--- src/rtl/vaddubm_seq_if.sv ---
// Handshake and data bus for the sequential byte-lane vector adder.
// The slave modport is the unit's view and the master modport is the requester/consumer view.
// When VADDUBM_SAT_EN is defined, the bus also carries sat_mode (request side) and vsat (status side).
interface vaddubm_seq_if #(
    parameter int LANES  = 4,
    parameter int LANE_W = 8
);
    logic                    in_valid;
    logic                    in_ready;
    logic [LANES*LANE_W-1:0] vra;
    logic [LANES*LANE_W-1:0] vrb;
    logic                    out_valid;
    logic                    out_ready;
    logic [LANES*LANE_W-1:0] vrt;
    logic [LANES-1:0]        vcarry;
`ifdef VADDUBM_SAT_EN
    logic                    sat_mode;
    logic                    vsat;
`endif

    modport slave (
        input  in_valid, vra, vrb, out_ready,
        output in_ready, out_valid, vrt, vcarry
`ifdef VADDUBM_SAT_EN
        , input sat_mode, output vsat
`endif
    );

    modport master (
        output in_valid, vra, vrb, out_ready,
        input  in_ready, out_valid, vrt, vcarry
`ifdef VADDUBM_SAT_EN
        , output sat_mode, input vsat
`endif
    );
endinterface

--- src/rtl/vaddubm_seq.sv ---
// Sequential vector add unsigned byte modulo unit.
// The unit adds one LANE_W-bit lane per clock, starting at lane 0.
// It reports per-lane wrapped sums on vrt and per-lane carry-outs on vcarry.
// Optional macro VADDUBM_SAT_EN adds a captured sat_mode input and a sticky vsat flag.
// With saturation enabled, lanes that overflow write all-ones.
module vaddubm_seq #(
    parameter int LANES  = 4,
    parameter int LANE_W = 8
) (
    input  logic          clk,
    input  logic          rst_n,
    vaddubm_seq_if.slave  bus
);
    localparam int VEC_W = LANES * LANE_W;
    localparam int CNT_W = (LANES > 1) ? $clog2(LANES) : 1;
    localparam logic [CNT_W-1:0] LAST_LANE = CNT_W'(LANES - 1);

    typedef enum logic [1:0] {
        IDLE,
        BUSY,
        DONE
    } state_t;

    state_t               state;
    logic [CNT_W-1:0]     lane_cnt;
    logic [VEC_W-1:0]     opa;
    logic [VEC_W-1:0]     opb;
    logic                 in_ready_q;
    logic                 out_valid_q;
    logic [VEC_W-1:0]     vrt_q;
    logic [LANES-1:0]     vcarry_q;

    logic [LANE_W-1:0]    lane_a;
    logic [LANE_W-1:0]    lane_b;
    logic [LANE_W:0]      lane_sum;
    logic [LANE_W-1:0]    lane_res;
    int                   lane_base;

`ifdef VADDUBM_SAT_EN
    logic                 sat_q;
    logic                 vsat_q;
`endif

    // Select the lane being processed this cycle and form its sum (with saturation when enabled).
    always_comb begin
        // NOTE: every always_comb output gets a default first so no path can infer a latch.
        lane_base = int'(lane_cnt) * LANE_W;
        lane_a    = opa[lane_base +: LANE_W];
        lane_b    = opb[lane_base +: LANE_W];
        lane_sum  = {1'b0, lane_a} + {1'b0, lane_b};
        lane_res  = lane_sum[LANE_W-1:0];
`ifdef VADDUBM_SAT_EN
        if (sat_q && lane_sum[LANE_W]) begin
            lane_res = '1;
        end
`endif
    end

    // Operand capture at accept.
    // These registers are always overwritten before they are read, so they carry no reset.
    always_ff @(posedge clk) begin
        // NOTE: pure datapath storage that is loaded before use needs no reset; leaving it out keeps the reset net small.
        if (state == IDLE && bus.in_valid) begin
            opa   <= bus.vra;
            opb   <= bus.vrb;
`ifdef VADDUBM_SAT_EN
            sat_q <= bus.sat_mode;
`endif
        end
    end

    // Control FSM with registered handshake outputs and lane-by-lane result accumulation.
    always_ff @(posedge clk) begin
        // NOTE: sequential state uses non-blocking assignments so every register samples pre-edge values.
        if (!rst_n) begin
            state       <= IDLE;
            lane_cnt    <= '0;
            in_ready_q  <= 1'b1;
            out_valid_q <= 1'b0;
            vrt_q       <= '0;
            vcarry_q    <= '0;
`ifdef VADDUBM_SAT_EN
            vsat_q      <= 1'b0;
`endif
        end else begin
            case (state)
                IDLE: begin
                    if (bus.in_valid) begin
                        vrt_q      <= '0;
                        vcarry_q   <= '0;
                        lane_cnt   <= '0;
                        in_ready_q <= 1'b0;
                        state      <= BUSY;
                    end
                end
                BUSY: begin
                    vrt_q[lane_base +: LANE_W] <= lane_res;
                    vcarry_q[lane_cnt]         <= lane_sum[LANE_W];
                    lane_cnt                   <= lane_cnt + 1'b1;
`ifdef VADDUBM_SAT_EN
                    if (sat_q && lane_sum[LANE_W]) begin
                        vsat_q <= 1'b1;
                    end
`endif
                    if (lane_cnt == LAST_LANE) begin
                        out_valid_q <= 1'b1;
                        state       <= DONE;
                    end
                end
                DONE: begin
                    if (bus.out_ready) begin
                        out_valid_q <= 1'b0;
                        in_ready_q  <= 1'b1;
                        state       <= IDLE;
                    end
                end
                default: begin
                    state       <= IDLE;
                    in_ready_q  <= 1'b1;
                    out_valid_q <= 1'b0;
                end
            endcase
        end
    end

    assign bus.in_ready  = in_ready_q;
    assign bus.out_valid = out_valid_q;
    assign bus.vrt       = vrt_q;
    assign bus.vcarry    = vcarry_q;
`ifdef VADDUBM_SAT_EN
    assign bus.vsat      = vsat_q;
`endif

endmodule

--- src/flat_wrapper.sv ---
// flat-port wrapper written by rule: the top's interface ports become plain ports
module vaddubm_seq_flat 
#(
    parameter int LANES  = 4,
    parameter int LANE_W = 8
)
  (clk, rst_n, bus_in_valid, bus_vra, bus_vrb, bus_out_ready, bus_in_ready, bus_out_valid, bus_vrt, bus_vcarry);
  vaddubm_seq_if #(.LANES(LANES), .LANE_W(LANE_W)) bus_i ();
  input  logic clk;
  input  logic rst_n;
  input wire logic [$bits(bus_i.in_valid)-1:0] bus_in_valid;
  input wire logic [$bits(bus_i.vra)-1:0] bus_vra;
  input wire logic [$bits(bus_i.vrb)-1:0] bus_vrb;
  input wire logic [$bits(bus_i.out_ready)-1:0] bus_out_ready;
  output wire logic [$bits(bus_i.in_ready)-1:0] bus_in_ready;
  output wire logic [$bits(bus_i.out_valid)-1:0] bus_out_valid;
  output wire logic [$bits(bus_i.vrt)-1:0] bus_vrt;
  output wire logic [$bits(bus_i.vcarry)-1:0] bus_vcarry;
  assign bus_i.in_valid = bus_in_valid;
  assign bus_i.vra = bus_vra;
  assign bus_i.vrb = bus_vrb;
  assign bus_i.out_ready = bus_out_ready;
  assign bus_in_ready = bus_i.in_ready;
  assign bus_out_valid = bus_i.out_valid;
  assign bus_vrt = bus_i.vrt;
  assign bus_vcarry = bus_i.vcarry;
  vaddubm_seq #(.LANES(LANES), .LANE_W(LANE_W)) u_core (.clk(clk), .rst_n(rst_n), .bus(bus_i));
endmodule
--- config.mk ---
export PLATFORM = sky130hd
export DESIGN_NAME = vaddubm_seq_flat
export DESIGN_NICKNAME = d
export VERILOG_FILES = /design/src/rtl/vaddubm_seq_if.sv /design/src/rtl/vaddubm_seq.sv /design/src/flat_wrapper.sv
export SDC_FILE = /design/constraint.sdc
export NUM_CORES = 1
export LEC_CHECK = 0
export ABC_AREA = 1
export CAP_MARGIN = 20
export CORE_ASPECT_RATIO = 0.8
export CORE_MARGIN = 2
export CORE_UTILIZATION = 45
export CTS_BUF_LIST = sky130_fd_sc_hd__clkbuf_8
export CTS_CLUSTER_SIZE = 20
export DETAILED_ROUTE_END_ITERATION = 7
export PLACE_DENSITY = 0.84
export SYNTH_ARGS = -nofsm -noshare
export SYNTH_HDL_FRONTEND = slang
export SYNTH_SLANG_ARGS = --single-unit
--- constraint.sdc ---
create_clock -name clk -period 2.3 [get_ports clk]
set_clock_uncertainty 0.1 [all_clocks]
set_input_delay 0.575 -clock clk [delete_from_list [all_inputs] [get_ports clk]]
set_output_delay 0.575 -clock clk [all_outputs]
set_load 0.05 [all_outputs]
==> metrics.csv, run 1 <==
metric,value,unit
outcome,"finished, violations left",
failing checks,setup timing,
ys flop type,edfxtp_1,
"antenna viol nets, final",0,
Worst EP arrival,2870,ps
H-tree depth,3,
Finish-stage setup viols,24,
power per standard cell area,702,nW/um2
Gate power share,0.303,
Post-Syn Area,4430,um2
static leakage,0.00242,uW
Syn. warnings,0,
setup TNS,-4190,ps
placer congestion estimate,0.959,
fin cells,712,
total core area,9610,um2
Die X,115,um
CTS max path bufs,2,
unrepaired setup endpoints after global routing,true,
Root Driver,clkbuf_8,
DR vias,3945,
residual DRC count,0,
"EDFF count, synth",64,
crit-path max FO,12,
first-pass GRT wire length,17900,um
Post-synth top cells,"100 x nand2_1, 64 x edfxtp_1, 43 x a21oi_1",
max_cap viols,0,
Least-Margin Pin Slew,515,ps
Layout area overhead,49.6,%
largest family of logic cells by synthesized area,simple AND/OR/NAND/NOR gates,
gr usage total,0.216,
starting density of the core,0.461,
placed insts,677,
Crit path top cell by count,buf_4,
Switching Fraction,0.321,
post-synthesis compound-gate area fraction,0.115,
die height,92.7,um
Int Power,3160,uW
Yosys top cell by area,edfxtp_1,
Synth area leaders,"edfxtp_1 43%, dfxtp_1 19%, nand2_1 8.5%",
Clk network pwr share,0.230,
Core Rows,32,
"Slew Viols, Final",0,
via/cell ratio,5.54,
gr ovfl total,0,
"CTS clk-pin slew, worst paths",110,ps
Final Cycle Share,1.16,
Psw,1490,uW
syn nets,521,
XOR/XNOR Fraction of Synth Area,0.00593,
largest net degree at the start of global routing,65,
Gate Count Post-Synth,440,
slowest cell on the critical path,dfxtp_4,
final wirelength,12900,um
vias in the first global route,3759,
CTS tree,built,
adder-cell share of the synthesized area,0.0384,
worst-skew pair later-pin latency,380,ps
max_slew headroom,0.656,
"Avg Cell Area, Syn",10.1,um2
wire length on met3,961,um
Pwr Total,4650,uW
maximum vdd drop,0.464,mV
Hold Crit Class,reg -> reg,
I/O Pins,106,
IO Port Bufs,105,
post-synthesis sequential area ratio,0.624,
Critical Path End Type,flip-flop,
fraction of layout cells with a size suffix above 1,0.282,
metal2 WL,6330,um
initial antenna violation count,0,
"critical path, cell by cell",buf_4 > buf_12 > buf_4 > nor2_1 > o22ai_2 > ha_4 > or2_1 > nand2_4 > xnor2_2 > and2_4 > nand3_2 > a21oi_2,
Seq cells post-synth,106,
Top Metal Used,met4,
Final Hold Fails,0,
die area,10700,um2
Fmax achieved,0.375,GHz
Async SR Flop Fraction,0,
nets@finish,669,
critical path launch point type,flip-flop,
Starting DRT DRC Count,284,
post-synthesis mux area share,0,
worst setup path category,reg -> reg,
Wirelength per Cell,18.1,um
post-synth top area share,0.434,
DRT met1 WL,5080,um
# diodes,0,
fill cell count,674,
library cells used by synthesis,30,
clk sinks,106,
Seq pwr share,0.467,
setup slack after layout,-365,ps
Post-DP HPWL,8140,um
Tmin final,2670,ps
cts bufs inserted,9,
CP Data Required Time,2500,ps
top-count cell post-synth,nand2_1,
router iterations before antenna repair,5,
simple-gate share of the synthesized area,0.175,
CP max stage delay,380,ps
[registers in the layout, indices dropped and copies added (netlist names)]
| register | flops |
|---|---|
| u_core.bus.in_ready | 1 |
| u_core.bus.out_valid | 1 |
| u_core.bus.vcarry | 4 |
| u_core.bus.vrt | 32 |
| u_core.lane_cnt | 2 |
| u_core.opa | 32 |
| u_core.opb | 32 |
| u_core.state | 2 |
[logic make-up (layout without fill, tap and decap cells)]
| logic type | after synthesis | count (layout) |
|---|---|---|
| adder cells (fa/ha/maj) | 13 | 13 |
| buffers and inverters | 48 | 201 |
| AO/OA/AOI/OAI | 94 | 94 |
| AND/OR/NAND/NOR | 176 | 176 |
| flip-flops | 106 | 106 |
| XOR/XNOR | 3 | 3 |
[stage by stage]
step	utilization	hold slack (ps)	instance area [um2]	worst slack, ps
floorplan	-	501	4480	-12.4
global placement	0.605	348	5820	-33.3
detailed placement	0.605	355	5820	-157
CTS	0.643	369	6180	-29.2
global route	0.689	387	6620	-393
finish	0.689	372	6620	-365
[layout by cell type, fill, tap and decap left out, types with 4 or more instances in the layout]
cell / n
ha_4: 4
o21ai_0: 7
inv_1: 20
nand4_1: 7
buf_4: 38
nand2_1: 85
dfxtp_1: 40
nand3_2: 9
a21oi_2: 8
nor2_2: 13
nand3_1: 8
nor2_1: 24
clkdlybuf4s50_1: 105
o22ai_1: 5
a21oi_1: 33
o22ai_2: 9
clkbuf_8: 9
nor2_4: 4
inv_2: 8
edfxtp_1: 64
ha_1: 6
buf_6: 5
o21ai_2: 10
nand2_2: 14
o21ai_1: 12
[power groups by stage]
stage | Clock (uW) | Combinational, uW | Sequential [uW]
2_1_floorplan | 0 | 516 | 2240
3_3_place_gp | 0 | 946 | 2200
3_5_place_dp | 0 | 980 | 2210
4_1_cts | 1080 | 1090 | 2160
5_1_grt | 1150 | 1490 | 2180
6_report | 1070 | 1410 | 2170
[metal layers]
metal,track usage,vias to the layer above
met3,0.0517,50
met5,0,-
li1,-,1813
met2,0.356,238
met4,0.0843,0
met1,0.275,1844
[layout make-up]
type | instances | area (um2) | area share
clock buffer | 9 | 124 | 0.0187
timing repair inverter | 1 | 11.3 | 0.00170
sequential | 106 | 2770 | 0.418
clock inverter | 7 | 56.3 | 0.00850
timing repair buffer | 152 | 1480 | 0.223
multi-input combinational | 286 | 1900 | 0.288
inverter | 32 | 133 | 0.0200
tap | 119 | 149 | 0.0225
[what timing repair did]
item / 4_1_cts / 5_1_grt
setup endpoints to repair: 26 / 31
hold buffers: 0 / 0
gates resized for setup: 32 / 98
cloned: 1 / 1
pin swaps: 10 / 36
buffers inserted: 7 / 10
[critical path, delay by kind of cell (launching register included)]
family,cells,cell delay (ps)
AO/OA/AOI/OAI,2,360
adder cells (fa/ha/maj),1,330
AND/OR/NAND/NOR,5,780
flip-flops,1,380
XOR/XNOR,1,190
buffers and inverters,3,430
[path summary, 6_finish.rpt]
kind	from	end	slack, ps	cells past startpoint
setup / recovery	u_core.lane_cnt[0]$_SDFFE_PN0P_	u_core.bus.vrt[28]$_SDFFE_PN0P_	-370	12
hold / removal	u_core.bus.in_ready$_SDFFE_PN1P_	u_core.bus.in_ready$_SDFFE_PN1P_	370	2
setup reg to reg	u_core.lane_cnt[0]$_SDFFE_PN0P_	u_core.bus.vrt[28]$_SDFFE_PN0P_	-370	12
hold reg to reg	u_core.bus.in_ready$_SDFFE_PN1P_	u_core.bus.in_ready$_SDFFE_PN1P_	370	2
Note: power is estimated with default switching activity, not from simulation.
==> inputs of run 2 (changes only) <==
--- a/config.mk
+++ b/config.mk
@@ -9,11 +9,11 @@
 export CAP_MARGIN = 20
 export CORE_ASPECT_RATIO = 0.8
 export CORE_MARGIN = 2
-export CORE_UTILIZATION = 45
+export CORE_UTILIZATION = 46
 export CTS_BUF_LIST = sky130_fd_sc_hd__clkbuf_8
 export CTS_CLUSTER_SIZE = 20
 export DETAILED_ROUTE_END_ITERATION = 7
-export PLACE_DENSITY = 0.84
+export PLACE_DENSITY = 0.86
 export SYNTH_ARGS = -nofsm -noshare
 export SYNTH_HDL_FRONTEND = slang
 export SYNTH_SLANG_ARGS = --single-unit
==> metrics.csv, run 2 (synthesized netlist as in run 1, its figures left out) <==
metric,value,unit,change
final instance area,6570,um2,-0.81%
Layout area overhead,48.3,%,
cts bufs inserted,9,,unchanged
Crit path top cell by count,nand2_2,,
Hold Buf Count CTS,0,,unchanged
static leakage,0.00242,uW,about the same
I/O Pins,106,,unchanged
slowest cell on the critical path,dfxtp_4,,
CP max stage delay,390,ps,about the same
power per standard cell area,698,nW/um2,-0.56%
Pwr Total,4580,uW,-1.4%
gr usage total,0.212,,-0.00423
setup slack after layout,-233,ps,+132 ps
Die X,114,um,-1.1%
vias in the first global route,3681,,-2.1%
Wirelength per Cell,16.5,um,-9.2%
Least-Margin Pin Slew,528,ps,+12.9 ps
WHS,375,ps,+2.46 ps
crit-path max FO,6,,-6
placer congestion estimate,0.884,,-7.8%
Hold Crit Class,reg -> reg,,
DR vias,3772,,-4.4%
residual DRC count,0,,unchanged
router iterations before antenna repair,5,,unchanged
largest net degree at the start of global routing,39,,-40%
"critical path, cell by cell",buf_12 > clkinv_8 > buf_4 > clkbuf_16 > nor2_1 > o22ai_2 > ha_4 > nand2_1 > nand2_2 > a21oi_2 > nand3_1 > nand2_2 > nand4_1 > a21oi_1,,
Starting DRT DRC Count,258,,-9.2%
via/cell ratio,5.34,,-3.7%
worst-skew pair later-pin latency,370,ps,about the same
max_slew headroom,0.646,,-0.00968
worst setup path category,reg -> reg,,
"CTS clk-pin slew, worst paths",110,ps,about the same
unrepaired setup endpoints after global routing,true,,
clk sinks,106,,unchanged
starting density of the core,0.482,,+0.0209
CTS max path bufs,2,,unchanged
Core Rows,31,,-3.1%
Worst EP arrival,2740,ps,-130 ps
"antenna viol nets, final",0,,unchanged
initial antenna violation count,0,,unchanged
DP Area,5860,um2,+0.77%
gr ovfl total,0,,unchanged
Critical Path End Type,flip-flop,,
Post-DP HPWL,7920,um,-2.8%
IO Port Bufs,105,,unchanged
# diodes,0,,unchanged
die area,10400,um2,-2.1%
Final Hold Fails,0,,unchanged
die height,91.8,um,-1.0%
final wirelength,11600,um,-9.8%
Fmax achieved,0.395,GHz,+5.2%
first-pass GRT wire length,17400,um,-2.7%
outcome,"finished, violations left",,
maximum vdd drop,0.424,mV,-8.8%
"most common cell after layout, fill and taps aside",clkdlybuf4s50_1,,
Tmin final,2530,ps,-132 ps
H-tree depth,3,,unchanged
CP Data Required Time,2510,ps,about the same
"commonest non-fill, non-tap cells in the layout","105 x clkdlybuf4s50_1, 84 x nand2_1, 64 x edfxtp_1, 40 x dfxtp_1, 36 x buf_4",,
CTS tree,built,,
Finish-stage setup viols,23,,-4.2%
critical path launch point type,flip-flop,,
Root Driver,clkbuf_8,,
total core area,9190,um2,-4.3%
Final Cycle Share,1.10,,-0.0574
"Slew Viols, Final",0,,unchanged
nets@finish,668,,-0.15%
max_cap viols,0,,unchanged
failing checks,setup timing,,
fraction of layout cells with a size suffix above 1,0.269,,-0.0130
[run 2: changes by cell type in the layout (fill, tap and decap cells not counted), moves of 2 or more]
cell / delta
clkinvlp_4: -2
buf_4: -2
inv_8: -2
o21ai_0: +4
a21oi_4: -2
a21oi_2: +2
nor2_1: +4
o21ai_1: -4
ha_1: +2
nor2_2: -5
[run 2: where the power goes]
part | internal [uW] | switching [uW] | leakage [uW]
clock network | 404 | 657 | 0.0000945
registers | 2120 | 43.5 | 0.000954
logic | 628 | 732 | 0.00137
total | 3150 | 1430 | 0.00242
[run 2: what timing repair did]
item,4_1_cts,5_1_grt
buffers inserted,7,4
pin swaps,25,43
endpoints found under the hold margin,0,0
resized for setup,49,65
setup endpoints to repair,29,30
cloned,1,1
[run 2: layout make-up]
| class | count | area, um2 |
|---|---|---|
| repair buffers | 151 | 1480 |
| repair inverters | 1 | 6.26 |
| clock buffers | 9 | 124 |
| well taps | 115 | 144 |
| multi-input cells | 286 | 1850 |
| flip-flops and latches | 106 | 2770 |
| inverters | 32 | 138 |
| fillers | 576 | 2620 |
| clock inverters | 7 | 53.8 |
[run 2: routing by layer]
layer / share of wire / GRT usage
met1: 0.41 / 0.267
met3: 0.066 / 0.0463
met2: 0.50 / 0.362
met5: 0 / 0
met4: 0.018 / 0.0722
[run 2: per-stage QoR]
step / util / TNS, ps / setup WS [ps] / cells
4_1_cts: 0.682 / -809 / -88.8 / 702
3_5_place_dp: 0.638 / -2350 / -314 / 678
5_1_grt: 0.715 / -5160 / -380 / 707
6_report: 0.715 / -2670 / -233 / 707
2_1_floorplan: - / -29.6 / -12.4 / 440
3_3_place_gp: 0.638 / -453 / -143 / 678
[run 2: worst paths after layout]
path                                                          to                        startpoint  slack, ps  cells past startpoint
worst max-delay path             u_core.bus.vrt[31]$_SDFFE_PN0P_   u_core.lane_cnt[0]$_SDFFE_PN0P_       -230                     14
worst min register to register  u_core.bus.in_ready$_SDFFE_PN1P_  u_core.bus.in_ready$_SDFFE_PN1P_        370                      2
worst max register to register   u_core.bus.vrt[31]$_SDFFE_PN0P_   u_core.lane_cnt[0]$_SDFFE_PN0P_       -230                     14
worst min-delay path            u_core.bus.in_ready$_SDFFE_PN1P_  u_core.bus.in_ready$_SDFFE_PN1P_        370                      2
[run 2: critical path, delay by kind of cell, from the launching register on]
family / cells / cell delay [ps]
AO/OA/AOI/OAI: 3 / 480
adder cells (fa/ha/maj): 1 / 280
buffers and inverters: 4 / 500
flip-flops: 1 / 390
AND/OR/NAND/NOR: 6 / 710
==> inputs of run 3 (changes only) <==
--- a/config.mk
+++ b/config.mk
@@ -17,3 +17,4 @@
 export SYNTH_ARGS = -nofsm -noshare
 export SYNTH_HDL_FRONTEND = slang
 export SYNTH_SLANG_ARGS = --single-unit
+export TNS_END_PERCENT = 30
==> metrics.csv, run 3 (synthesized netlist as in run 1, its figures left out) <==
metric,value,unit,change
fill cell count,581,,+0.87%
setup slack after layout,-246,ps,-12.5 ps
cts bufs inserted,9,,unchanged
gr usage total,0.212,,unchanged
Die X,114,um,unchanged
Critical Path End Type,flip-flop,,
max_slew headroom,0.658,,+0.0115
CP max stage delay,380,ps,about the same
die height,91.8,um,unchanged
Least-Margin Pin Slew,512,ps,-15.7 ps
Core Rows,31,,unchanged
"antenna viol nets, final",0,,unchanged
residual DRC count,0,,unchanged
final instance area,6530,um2,-0.57%
Seq pwr share,0.472,,about the same
router iterations before antenna repair,5,,unchanged
Finish-stage setup viols,28,,+22%
max_cap viols,0,,unchanged
total core area,9190,um2,unchanged
static leakage,0.00241,uW,-0.59%
CTS max path bufs,2,,unchanged
CP Data Required Time,2510,ps,about the same
# diodes,0,,unchanged
Psw,1430,uW,about the same
Gate power share,0.297,,about the same
Clk network pwr share,0.230,,about the same
clk sinks,106,,unchanged
unrepaired setup endpoints after global routing,true,,
GR Util met2,0.362,,unchanged
GRT busiest layer,met2,,
Wirelength per Cell,16.9,um,+2.6%
Multi-input gate area,1830,um2,-1.0%
worst-skew pair later-pin latency,370,ps,about the same
I/O Pins,106,,unchanged
Tmin final,2550,ps,+12.5 ps
crit-path max FO,6,,unchanged
DR vias,3784,,+0.32%
Starting DRT DRC Count,251,,-2.7%
starting density of the core,0.482,,unchanged
worst setup path category,reg -> reg,,
Layout area overhead,47.5,%,
slowest cell on the critical path,dfxtp_4,,
power per standard cell area,701,nW/um2,+0.44%
via/cell ratio,5.37,,+0.60%
"most common cell after layout, fill and taps aside",clkdlybuf4s50_1,,
gr ovfl total,0,,unchanged
first-pass GRT wire length,17400,um,unchanged
Final Hold Fails,0,,unchanged
initial antenna violation count,0,,unchanged
DP Area,5860,um2,unchanged
area occupied by registers,2770,um2,unchanged
"Slew Viols, Final",0,,unchanged
Switching Fraction,0.313,,about the same
WHS,375,ps,+0.0430 ps
met3 Use GR,0.0463,,unchanged
outcome,"finished, violations left",,
die area,10400,um2,unchanged
CTS tree,built,,
Root Driver,clkbuf_8,,
Worst EP arrival,2750,ps,about the same
Post-DP HPWL,7920,um,unchanged
largest net degree at the start of global routing,39,,unchanged
Crit path top cell by count,nand2_2,,
Hold Crit Class,reg -> reg,,
maximum vdd drop,0.433,mV,+2.3%
final wirelength,11900,um,+2.3%
nets@finish,666,,-0.30%
"Core Util, Final",0.710,,-0.00408
setup TNS,-3290,ps,-616 ps
"CTS clk-pin slew, worst paths",110,ps,about the same
placer congestion estimate,0.884,,unchanged
IO Port Bufs,105,,unchanged
H-tree depth,3,,unchanged
Int Power,3150,uW,-0.16%
Final Cycle Share,1.11,,+0.00545
failing checks,setup timing,,
"commonest non-fill, non-tap cells in the layout","105 x clkdlybuf4s50_1, 84 x nand2_1, 64 x edfxtp_1, 40 x dfxtp_1, 35 x buf_4",,
met1 GRT Util,0.267,,unchanged
critical path launch point type,flip-flop,,
Fmax achieved,0.393,GHz,-0.49%
fraction of layout cells with a size suffix above 1,0.258,,-0.0110
vias in the first global route,3681,,unchanged
"critical path, cell by cell",buf_12 > clkinv_8 > buf_4 > clkbuf_16 > nor2_1 > o22ai_2 > ha_4 > nand2_1 > nand2_2 > a21oi_2 > nand3_1 > nand2_2 > nand4_1 > a21oi_1,,
[run 3: critical path: cells and delay by family (launching register included)]
kind	cells	cell delay (ps)
AO/OA/AOI/OAI	3	480
buffers and inverters	4	490
flip-flops	1	380
adder cells (fa/ha/maj)	1	280
AND/OR/NAND/NOR	6	740
[run 3: layer usage]
metal | vias to the layer above | share of wire | wire, um
li1 | 1805 | - | -
met1 | 1790 | 0.41 | 4820
met2 | 173 | 0.51 | 6070
met3 | 16 | 0.073 | 868
met4 | 0 | 0.012 | 140
met5 | - | 0 | 0
[run 3: path summary, 6_finish.rpt]
check	start	endpoint	slack [ps]	cells after the start
max	u_core.lane_cnt[0]$_SDFFE_PN0P_	u_core.bus.vrt[31]$_SDFFE_PN0P_	-250	14
min	u_core.bus.in_ready$_SDFFE_PN1P_	u_core.bus.in_ready$_SDFFE_PN1P_	370	2
max reg2reg	u_core.lane_cnt[0]$_SDFFE_PN0P_	u_core.bus.vrt[31]$_SDFFE_PN0P_	-250	14
min reg2reg	u_core.bus.in_ready$_SDFFE_PN1P_	u_core.bus.in_ready$_SDFFE_PN1P_	370	2
[run 3: timing repair]
item,4_1_cts,5_1_grt
gates cloned,1,1
hold buffers,0,0
setup buffers,7,2
endpoints found under the setup margin,29,30
resized for setup,49,59
pin swaps,25,42
[run 3: power groups by stage]
| stage | clock [uW] | sequential, uW | combinational, uW |
|---|---|---|---|
| 2_1_floorplan | 0 | 2240 | 516 |
| 3_3_place_gp | 0 | 2200 | 974 |
| 3_5_place_dp | 0 | 2200 | 998 |
| 4_1_cts | 1080 | 2160 | 1160 |
| 5_1_grt | 1150 | 2170 | 1440 |
| 6_report | 1050 | 2160 | 1360 |
[run 3: per-stage QoR]
stage | setup slack [ps] | total power, uW | instances
3_5_place_dp | -314 | 3200 | 678
6_report | -246 | 4580 | 705
2_1_floorplan | -12.4 | 2760 | 440
5_1_grt | -367 | 4760 | 705
4_1_cts | -88.8 | 4390 | 702
3_3_place_gp | -143 | 3170 | 678
[run 3: final cells by class]
type | count | area share
flip-flops and latches | 106 | 0.424
multi-input cells | 286 | 0.281
repair buffers | 149 | 0.224
well taps | 115 | 0.0220
inverters | 32 | 0.0211
clock buffers | 9 | 0.0190
clock inverters | 7 | 0.00824
repair inverters | 1 | 0.000958
